File: config.mk
export PLATFORM = sky130hd
export DESIGN_NAME = sram_port_arbiter
export DESIGN_NICKNAME = d
export VERILOG_FILES = /design/src/rtl/sram_port_arbiter.sv
export SDC_FILE = /design/constraint.sdc
export NUM_CORES = 1
export LEC_CHECK = 0
export CAP_MARGIN = 20
export CORE_MARGIN = 8
export CORE_UTILIZATION = 39
export DETAILED_ROUTE_END_ITERATION = 10
export PLACE_DENSITY = 0.78
export SLEW_MARGIN = 40
export SYNTH_ARGS = -nofsm -noshare
export SYNTH_HDL_FRONTEND = slang
export SYNTH_SLANG_ARGS = --single-unit
export TNS_END_PERCENT = 1
File: constraint.sdc
create_clock -name clk -period 3.6 [get_ports clk]
set_clock_uncertainty 0.1 [all_clocks]
set_input_delay 0.72 -clock clk [delete_from_list [all_inputs] [get_ports clk]]
set_output_delay 0.72 -clock clk [all_outputs]
set_load 0.005 [all_outputs]
File: src/rtl/sram_port_arbiter.sv
// Round-robin arbiter sharing one single-port SRAM between NUM_REQ requesters, with burst ownership and a beat cap.
// Latency: grant and SRAM drive are combinational in the request cycle; read data is returned one cycle later.
// Backpressure: a refused requester holds req_valid until req_ready; bursts rotate after MAX_BURST beats or a valid drop.
module sram_port_arbiter #(
    parameter int DATA_WIDTH = 32,
    parameter int ADDR_WIDTH = 10,
    parameter int NUM_REQ    = 3,
    parameter int MAX_BURST  = 16
) (
    input  logic                             clk,
    input  logic                             rst,
    input  logic [NUM_REQ-1:0]               req_valid,
    output logic [NUM_REQ-1:0]               req_ready,
    input  logic [NUM_REQ-1:0]               req_we,
    input  logic [NUM_REQ-1:0]               req_last,
    input  logic [NUM_REQ*ADDR_WIDTH-1:0]    req_addr,
    input  logic [NUM_REQ*DATA_WIDTH-1:0]    req_wdata,
    output logic [NUM_REQ-1:0]               rsp_valid,
    output logic [DATA_WIDTH-1:0]            rsp_rdata,
    output logic                             sram_en,
    output logic                             sram_we,
    output logic [ADDR_WIDTH-1:0]            sram_addr,
    output logic [DATA_WIDTH-1:0]            sram_wdata,
    input  logic [DATA_WIDTH-1:0]            sram_rdata,
    output logic [1:0]                       grant_id,
    input  logic                             stall_clr,
    output logic [15:0]                      stall_cnt
);

    localparam logic [0:0] ST_ARB = 1'b0;
    localparam logic [0:0] ST_OWN = 1'b1;
    localparam logic       BURST_EN = (MAX_BURST > 1);

    logic [0:0]            state_q, state_d;
    logic [1:0]            rr_ptr_q, rr_ptr_d;
    logic [1:0]            owner_q, owner_d;
    logic [7:0]            beat_cnt_q, beat_cnt_d;
    logic [NUM_REQ-1:0]    rsp_valid_q;
    logic [1:0]            grant_id_q;
    logic [15:0]           stall_cnt_q;
    logic [ADDR_WIDTH-1:0] addr_hold_q;
    logic [DATA_WIDTH-1:0] wdata_hold_q;

    logic                  gnt_vld;
    logic [1:0]            gnt_idx;
    logic [1:0]            cand;
    logic [ADDR_WIDTH-1:0] sel_addr;
    logic [DATA_WIDTH-1:0] sel_wdata;
    logic                  stall_hit;

    // Index of the next requester, wrapping at NUM_REQ.
    function automatic logic [1:0] next_idx(input logic [1:0] i);
        if (int'(i) == NUM_REQ - 1) return 2'd0;
        return i + 2'd1;
    endfunction

    // Pick the granted requester: owner during a burst, else first valid from rr_ptr upward.
    always_comb begin
        gnt_vld   = 1'b0;
        gnt_idx   = owner_q;
        cand      = rr_ptr_q;
        req_ready = '0;
        if (!rst) begin
            if (state_q == ST_OWN) begin
                gnt_vld = req_valid[owner_q];
            end else begin
                for (int k = 0; k < NUM_REQ; k++) begin
                    if (!gnt_vld && req_valid[cand]) begin
                        gnt_vld = 1'b1;
                        gnt_idx = cand;
                    end
                    cand = next_idx(cand);
                end
            end
            if (gnt_vld) req_ready[gnt_idx] = 1'b1;
        end
    end

    assign sel_addr  = req_addr[int'(gnt_idx)*ADDR_WIDTH +: ADDR_WIDTH];
    assign sel_wdata = req_wdata[int'(gnt_idx)*DATA_WIDTH +: DATA_WIDTH];
    assign sram_en    = |(req_valid & req_ready);
    assign sram_we    = sram_en & req_we[gnt_idx];
    // Address and data hold their last driven value while the SRAM is idle.
    assign sram_addr  = sram_en ? sel_addr  : addr_hold_q;
    assign sram_wdata = sram_en ? sel_wdata : wdata_hold_q;
    assign stall_hit  = |(req_valid & ~req_ready);

    // Burst ownership and round-robin pointer next-state.
    always_comb begin
        state_d    = state_q;
        rr_ptr_d   = rr_ptr_q;
        owner_d    = owner_q;
        beat_cnt_d = beat_cnt_q;
        if (state_q == ST_ARB) begin
            if (gnt_vld) begin
                if (!req_last[gnt_idx] && BURST_EN) begin
                    state_d    = ST_OWN;
                    owner_d    = gnt_idx;
                    beat_cnt_d = 8'd1;
                end else begin
                    rr_ptr_d = next_idx(gnt_idx);
                end
            end
        end else begin
            // Dropping valid, ending the burst, or hitting the cap all hand the port on.
            if (!req_valid[owner_q] || req_last[owner_q] ||
                (int'(beat_cnt_q) + 1 == MAX_BURST)) begin
                state_d    = ST_ARB;
                rr_ptr_d   = next_idx(owner_q);
                beat_cnt_d = 8'd0;
            end else begin
                beat_cnt_d = beat_cnt_q + 8'd1;
            end
        end
    end

    // State, response tagging, grant record, stall counter and idle-hold registers.
    always_ff @(posedge clk) begin
        if (rst) begin
            state_q      <= ST_ARB;
            rr_ptr_q     <= 2'd0;
            owner_q      <= 2'd0;
            beat_cnt_q   <= 8'd0;
            rsp_valid_q  <= '0;
            grant_id_q   <= 2'd0;
            stall_cnt_q  <= 16'd0;
            addr_hold_q  <= '0;
            wdata_hold_q <= '0;
        end else begin
            state_q     <= state_d;
            rr_ptr_q    <= rr_ptr_d;
            owner_q     <= owner_d;
            beat_cnt_q  <= beat_cnt_d;
            rsp_valid_q <= (sram_en && !sram_we) ? req_ready : '0;
            if (sram_en) begin
                grant_id_q   <= gnt_idx;
                addr_hold_q  <= sel_addr;
                wdata_hold_q <= sel_wdata;
            end
            if (stall_clr)
                stall_cnt_q <= 16'd0;
            else if (stall_hit && stall_cnt_q != 16'hFFFF)
                stall_cnt_q <= stall_cnt_q + 16'd1;
        end
    end

    assign rsp_valid = rsp_valid_q;
    assign rsp_rdata = sram_rdata;
    assign grant_id  = grant_id_q;
    assign stall_cnt = stall_cnt_q;

endmodule

==> results of run 1 <==
[cell usage in the layout (no fill, tap or decap), types with 7 or more instances in the layout]
master,n
nor3_1,7
o21ai_1,25
clkbuf_16,9
buf_4,39
o21ai_2,22
dlygate4sd2_1,15
buf_12,7
inv_1,8
nor2_1,21
nand2_1,37
and3_1,8
a22oi_1,29
or3_1,8
mux2i_1,46
dfxtp_1,76
dlymetal6s2s_1,7
nand3_1,9
a31oi_1,8
clkdlybuf4s50_1,181
a2bb2oi_2,8
and2_1,42
a21oi_1,21
[metal layers]
layer  global-route usage  up-vias
met5                    0        -
met4              0.05229        0
met3              0.08840       17
met2               0.3843      205
met1               0.2137     2330
li1                     -     2359
[stage by stage]
step           power, mW  setup TNS, ps  worst slack [ps]  instance area, um^2  hold slack, ps
2_1_floorplan      1.364              0             531.2                 4669           362.9
3_3_place_gp       1.825         -11500            -354.3                 6912           369.3
3_5_place_dp       1.842         -14960            -427.6                 6912           375.4
4_1_cts            2.811         -503.8            -135.2                 7368           388.4
5_1_grt            2.918          -1326            -111.0                 7420           417.0
6_report           2.795         -18.99            -18.53                 7420           384.6
[area by class of cell]
cell class	instances	area (um^2)	area share
multi-input cells	390	2824	0.3806
repair buffers	255	2540	0.3423
flip-flops and latches	76	1521	0.2051
clock buffers	11	252.7	0.03406
well taps	147	183.9	0.02479
clock inverters	5	58.81	0.007926
inverters	10	38.79	0.005228
[cell families (layout without fill, tap and decap cells)]
logic type,count (synthesis),after routing,synth area share
adders and majority gates,3,3,0.008039
DFF,76,76,0.3258
muxes,51,51,0.1096
buffers and inverters,78,281,0.09994
AOI/OAI and AO/OA,160,160,0.2417
and+or+nand+nor,174,174,0.2111
xor gates and xnor gates,2,2,0.003752
[where the power goes]
group          switching [mW]  internal, mW
combinational           0.392         0.536
sequential             0.0323         0.901
clock                   0.358         0.576
[cell usage after synthesis (3+ instances only)]
cell       instances
o21ai_2            9
a21oi_1           23
buf_2              8
nand2b_1           4
a21o_1             3
o31ai_1            6
o21ai_0            4
or2_2              3
or4_1              5
buf_4             36
nand3_1            9
mux2i_1           50
inv_1              8
a31oi_1            8
clkbuf_1          18
and2_1            42
a21boi_0           4
o21ai_1           38
a22oi_1           29
or3_1              8
nand2_1           38
nor2_1            23
ha_1               3
nor3_1             7
nand4_1            6
dfxtp_1           76
and3_1             8
a2bb2oi_1         14
[registers in the layout, summed over array words and instances, names as in the netlist]
| register | count |
|---|---|
| wdata_hold_q | 32 |
| stall_cnt | 16 |
| addr_hold_q | 10 |
| beat_cnt_q | 8 |
| rsp_valid | 3 |
| grant_id | 2 |
| owner_q | 2 |
| rr_ptr_q | 2 |
| state_q | 1 |
[repair_timing]
| action | 4_1_cts | 5_1_grt |
|---|---|---|
| gates resized for setup | 46 | 15 |
| setup buffers | 2 | 2 |
| pin swaps | 2 | 2 |
| cloned | 1 | 0 |
| setup endpoints to repair | 46 | 38 |
[final timing paths]
kind         cells past startpoint        endpoint         from
max reg2reg                     12    stall_cnt[1]      state_q
min                              1     grant_id[0]  grant_id[0]
max                             10  sram_wdata[26]          rst
min reg2reg                      1     grant_id[0]  grant_id[0]
==> run summary, run 1 <==
Outcome: finished with violations
Violated checks: negative setup slack
Die area: 15730 um^2
Final setup margin: -18.53 ps
CP required: 2780 ps
Root buffer cell: clkbuf_16
Initial core utilization: 0.3937
Crit path max fanout: 7
Number of global-route vias before repair: 5085
Max cap viols: 0
CTS Hold Bufs: 0
RSZ-0062 raised after global routing: true
DRC Markers: 0
Routability Congestion: 0.8839
Worst skew pair latency: 330 ps
Ant. Diodes: 0
All-Layer GR Usage: 0.2093
Seq/Total Area, Yosys: 0.3258
Clock sink count: 76
Initial drt markers: 277
Slack of the worst reg-to-reg path: 710 ps
Syn Area/Cell: 8.584 um^2
Crit end category: primary output
Antenna violations before repair: 0
Post-synth ARST share: 0
DR top layer: met4
WP buf/inv: 4
Synth top area share: 0.3258
Pwr dens: 376.7 nW/um^2
CTS tree: built
Boundary pin count: 270
Routed wl met3: 1536 um
Crit path largest cell delay: 540 ps
Dpl cells: 873
CTS clk-pin slew, worst paths: 50 ps
Synth cell types: 69
Total core area: 11860 um^2
Largest area contributor in the synthesized netlist: dfxtp_1
Fill cell count: 1010
Cells after synthesis: 544
First-pass GRT wire length: 26920 um
Post-DR vias/cell: 5.493
Worst slew margin: 0.7083
Critical path launch point type: input pin
Largest net degree at the start of global routing: 39
DR WL met2: 8837 um
Met1 Wirelength: 6265 um
Worst Tran Pin Value: 437.0 ps
CP top delay family: buffers and inverters
Ys flop type: dfxtp_1
Via count: 4911
Net Count, Synth: 717
Die H: 125.4 um
Static leakage: 2.900 nW
Fin cells: 894
Crit share post-route: 1.005
Worst hold path type: register to register
F_max: 276.4 MHz
GRT overflow: 0
Synthesized flop and latch total: 76
Hold Fails Final Rpt: 0
Maximum VDD drop: 0.0003072 V
Nets: 915
Setup Viol. Count Final: 2
Number of buffers created by CTS: 9
Area delta synth->final: 58.90%
Final WL: 16910 um
Port Buffers: 205
Drt first pass iters: 4
Synth top area cells: dfxtp_1 33%, mux2i_1 11%, buf_4 5.8%
Row Count: 40
Drt wl/cell: 18.91 um
Die X-Extent: 125.4 um
Most Frequent Cell on Critical Path: o21ai_2
Routed Antenna Nets: 0
Type of the worst setup path: input pin to primary output
Fin crit period: 3619 ps
Max clock buf depth: 2
Max-slew violations: 0
Data arrival, critical path: 2800 ps
Detailed Place HPWL: 13420 um
Post-synth EDFFs: 0
Yosys warnings: 0
Crit-path cells: dlygate4sd2_1 -> or2_4 -> o21ai_2 -> o31ai_4 -> buf_12 -> a21oi_4 -> buf_6 -> a2bb2oi_2 -> o21ai_2 -> clkdlybuf4s50_1
Cell Area, Synth: 4669 um^2
Slowest-stage cell, CP: clkdlybuf4s50_1
Post-layout util: 0.6255
Htree depth: 3
Share of layout cells above drive strength 1: 0.1767
No activity file was read; power rests on OpenSTA's default activity.
==> run 2: changes to the inputs <==
--- a/config.mk
+++ b/config.mk
@@ -10,7 +10,6 @@
 export CORE_UTILIZATION = 39
 export DETAILED_ROUTE_END_ITERATION = 10
 export PLACE_DENSITY = 0.78
-export SLEW_MARGIN = 40
 export SYNTH_ARGS = -nofsm -noshare
 export SYNTH_HDL_FRONTEND = slang
 export SYNTH_SLANG_ARGS = --single-unit
==> results of run 2 <==
Final layout, timing and power as in run 1 (identical DEF).
==> run 3: changes to the inputs <==
--- a/config.mk
+++ b/config.mk
@@ -6,8 +6,10 @@
 export NUM_CORES = 1
 export LEC_CHECK = 0
 export CAP_MARGIN = 20
+export CELL_PAD_IN_SITES_DETAIL_PLACEMENT = 1
+export CELL_PAD_IN_SITES_GLOBAL_PLACEMENT = 1
 export CORE_MARGIN = 8
-export CORE_UTILIZATION = 39
+export CORE_UTILIZATION = 27
 export DETAILED_ROUTE_END_ITERATION = 10
 export PLACE_DENSITY = 0.78
 export SYNTH_ARGS = -nofsm -noshare
==> constraint.sdc (replaced) <==
create_clock -name clk -period 3.68 [get_ports clk]
set_clock_uncertainty 0.1 [all_clocks]
set_input_delay 0.736 -clock clk [delete_from_list [all_inputs] [get_ports clk]]
set_output_delay 0.736 -clock clk [all_outputs]
set_load 0.005 [all_outputs]
==> run summary, run 3 (synthesized netlist as in run 1, its figures left out) <==
Setup WS pre-CTS: -396.7 ps (was -427.6 ps)
First-pass GRT wire length: 31820 um (was 26920 um)
Total core area: 17120 um^2 (was 11860 um^2)
Worst r2r dst: stall_cnt[15] (was stall_cnt[1])
Setup Viol. Count Final: 6 (was 2)
Via count: 5014 (was 4911)
Initial core utilization: 0.2728 (was 0.3937)
Max clock buf depth: 2 (unchanged)
Nets: 921 (was 915)
CP required: 2840 ps (was 2780 ps)
Worst Hold End: grant_id[1] (was grant_id[0])
GRT overflow: 0 (unchanged)
Pint: 1.881 mW (was 2.013 mW)
Critical path launch point type: input pin (unchanged)
Max-slew violations: 0 (unchanged)
Most frequent cells in the layout: 162 x clkdlybuf4s50_1, 76 x dfxtp_1, 44 x buf_4 (was 181 x clkdlybuf4s50_1, 76 x dfxtp_1, 46 x mux2i_1)
Initial drt markers: 187 (was 277)
Multi-input gate area: 3034 um^2 (was 2824 um^2)
Worst slew margin: 0.5366 (was 0.7083)
Slack of the worst reg-to-reg path: 650 ps (was 710 ps)
Drt wl/cell: 21.18 um (was 18.91 um)
Maximum VDD drop: 0.0002312 V (was 0.0003072 V)
Die area: 21760 um^2 (was 15730 um^2)
Die X-Extent: 147.5 um (was 125.4 um)
Drt first pass iters: 4 (unchanged)
Pwr dens: 356.0 nW/um^2 (was 376.7 nW/um^2)
Switching pwr: 0.8585 mW (was 0.7821 mW)
Data arrival, critical path: 2980 ps (was 2800 ps)
Ant. Diodes: 0 (unchanged)
Most common cell after layout, fill and taps aside: clkdlybuf4s50_1 (unchanged)
Final setup margin: -132.4 ps (was -18.53 ps)
Largest net degree at the start of global routing: 29 (was 39)
Violated checks: negative setup slack (unchanged)
RSZ-0062 raised after global routing: true (unchanged)
Port Buffers: 205 (unchanged)
Sw Ratio: 0.3134 (was 0.2798)
Antenna violations before repair: 0 (unchanged)
Final WL: 20700 um (was 16910 um)
Worst Tran Pin Value: 694.4 ps (was 437.0 ps)
Share of layout cells above drive strength 1: 0.2314 (was 0.1767)
CTS clk-pin slew, worst paths: 60 ps (was 50 ps)
Hold Slack: 398.2 ps (was 384.6 ps)
Routed Antenna Nets: 0 (unchanged)
F_max: 262.3 MHz
Crit end category: primary output (unchanged)
Type of the worst setup path: input pin to primary output (unchanged)
Max FFs per register: 32 (unchanged)
Post-DR vias/cell: 5.132 (was 5.493)
Root buffer cell: clkbuf_16 (unchanged)
Crit path max fanout: 20 (was 7)
Number of global-route vias before repair: 5726 (was 5085)
Clock sink count: 76 (unchanged)
CTS Hold Bufs: 0 (unchanged)
Crit share post-route: 1.036
R2R depth: 12 (unchanged)
All-Layer GR Usage: 0.1856 (was 0.2093)
Fill cell count: 1929 (was 1010)
Reg power frac: 0.335 (was 0.334)
Clk pwr share: 0.309 (was 0.334)
Hold Path Stages: 2 (was 1)
Area delta synth->final: 64.79% (was 58.90%)
Detailed Place HPWL: 15910 um (was 13420 um)
Fin crit period: 3812 ps
Max cap viols: 0 (unchanged)
Die H: 147.5 um (was 125.4 um)
Routability Congestion: 0.8490 (was 0.8839)
Worst Min Path Start: grant_id[1] (was grant_id[0])
Outcome: finished with violations (unchanged)
Hold Fails Final Rpt: 0 (unchanged)
Combinational share of power: 0.356 (was 0.332)
Post-layout total power: 2.739 mW (was 2.795 mW)
FF+latch area: 1521 um^2 (unchanged)
Worst skew pair latency: 340 ps (was 330 ps)
Worst hold path type: register to register (unchanged)
DRC Markers: 0 (unchanged)
Row Count: 48 (was 40)
Reg with most FFs: wdata_hold_q (unchanged)
CTS tree: built (unchanged)
Htree depth: 3 (unchanged)
Boundary pin count: 270 (unchanged)
Number of buffers created by CTS: 9 (unchanged)
Worst r2r src: owner_q[1] (was state_q)
Static leakage: 2.965 nW (was 2.900 nW)
## run 3: worst max-delay path by stage
stage	start	to	slack, ps	cells past startpoint
6_report	rst	sram_wdata[25]	-130	9
5_1_grt	rst	sram_wdata[25]	-170	9
4_1_cts	rst	sram_wdata[14]	-140	9
3_5_place_dp	req_valid[2]	sram_wdata[14]	-400	9
3_3_place_gp	req_valid[2]	sram_wdata[22]	-380	9
2_1_floorplan	req_valid[0]	sram_we	580	8
## run 3: layout make-up
class | count | share of cell area
clock inverter | 5 | 0.004878
inverter | 10 | 0.005041
timing repair buffer | 261 | 0.3304
clock buffer | 10 | 0.03106
tap | 225 | 0.03659
sequential | 76 | 0.1977
multi-input combinational | 390 | 0.3943
## run 3: repair_timing
item                                    CTS  global route
cloned                                    1             0
buffers inserted                          3             2
endpoints found under the hold margin     0             0
gates resized for setup                 106            34
pin swaps                                 6             4
endpoints found under the setup margin   47            27
## run 3: through the flow
step	setup TNS (ps)	instances	util	area, um^2
2_1_floorplan	0	544	-	4669
3_5_place_dp	-13150	956	0.4124	7059
4_1_cts	-1213	975	0.4461	7636
6_report	-581.1	977	0.4496	7695
3_3_place_gp	-11830	956	0.4124	7059
5_1_grt	-1044	977	0.4496	7695
## run 3: critical path, cell delays in order
cell and delay [ps]:
clkdlybuf4s50_1 430, or2_4 270, a21o_1 200, a221oi_2 190
buf_4 160, nor2_2 50, buf_8 170, o21ai_2 210
clkdlybuf4s50_1 540
## run 3: per-layer routing
layer  share of wire  wire length (um)  track usage  vias to the layer above
met4           0.025               509      0.05762                        0
met3           0.080              1654      0.07979                       33
li1                -                 -            -                     2366
met2            0.53             10920       0.3468                      178
met5               0                 0            0                        -
met1            0.37              7610       0.1805                     2437
## run 3: power by group through the flow
stage	Combinational [mW]	Clock, mW	Sequential (mW)
finish	0.974	0.847	0.918
detailed placement	0.908	0	0.931
global placement	0.890	0	0.927
global route	1.03	0.897	0.923
CTS	0.961	0.864	0.916
floorplan	0.418	0	0.916
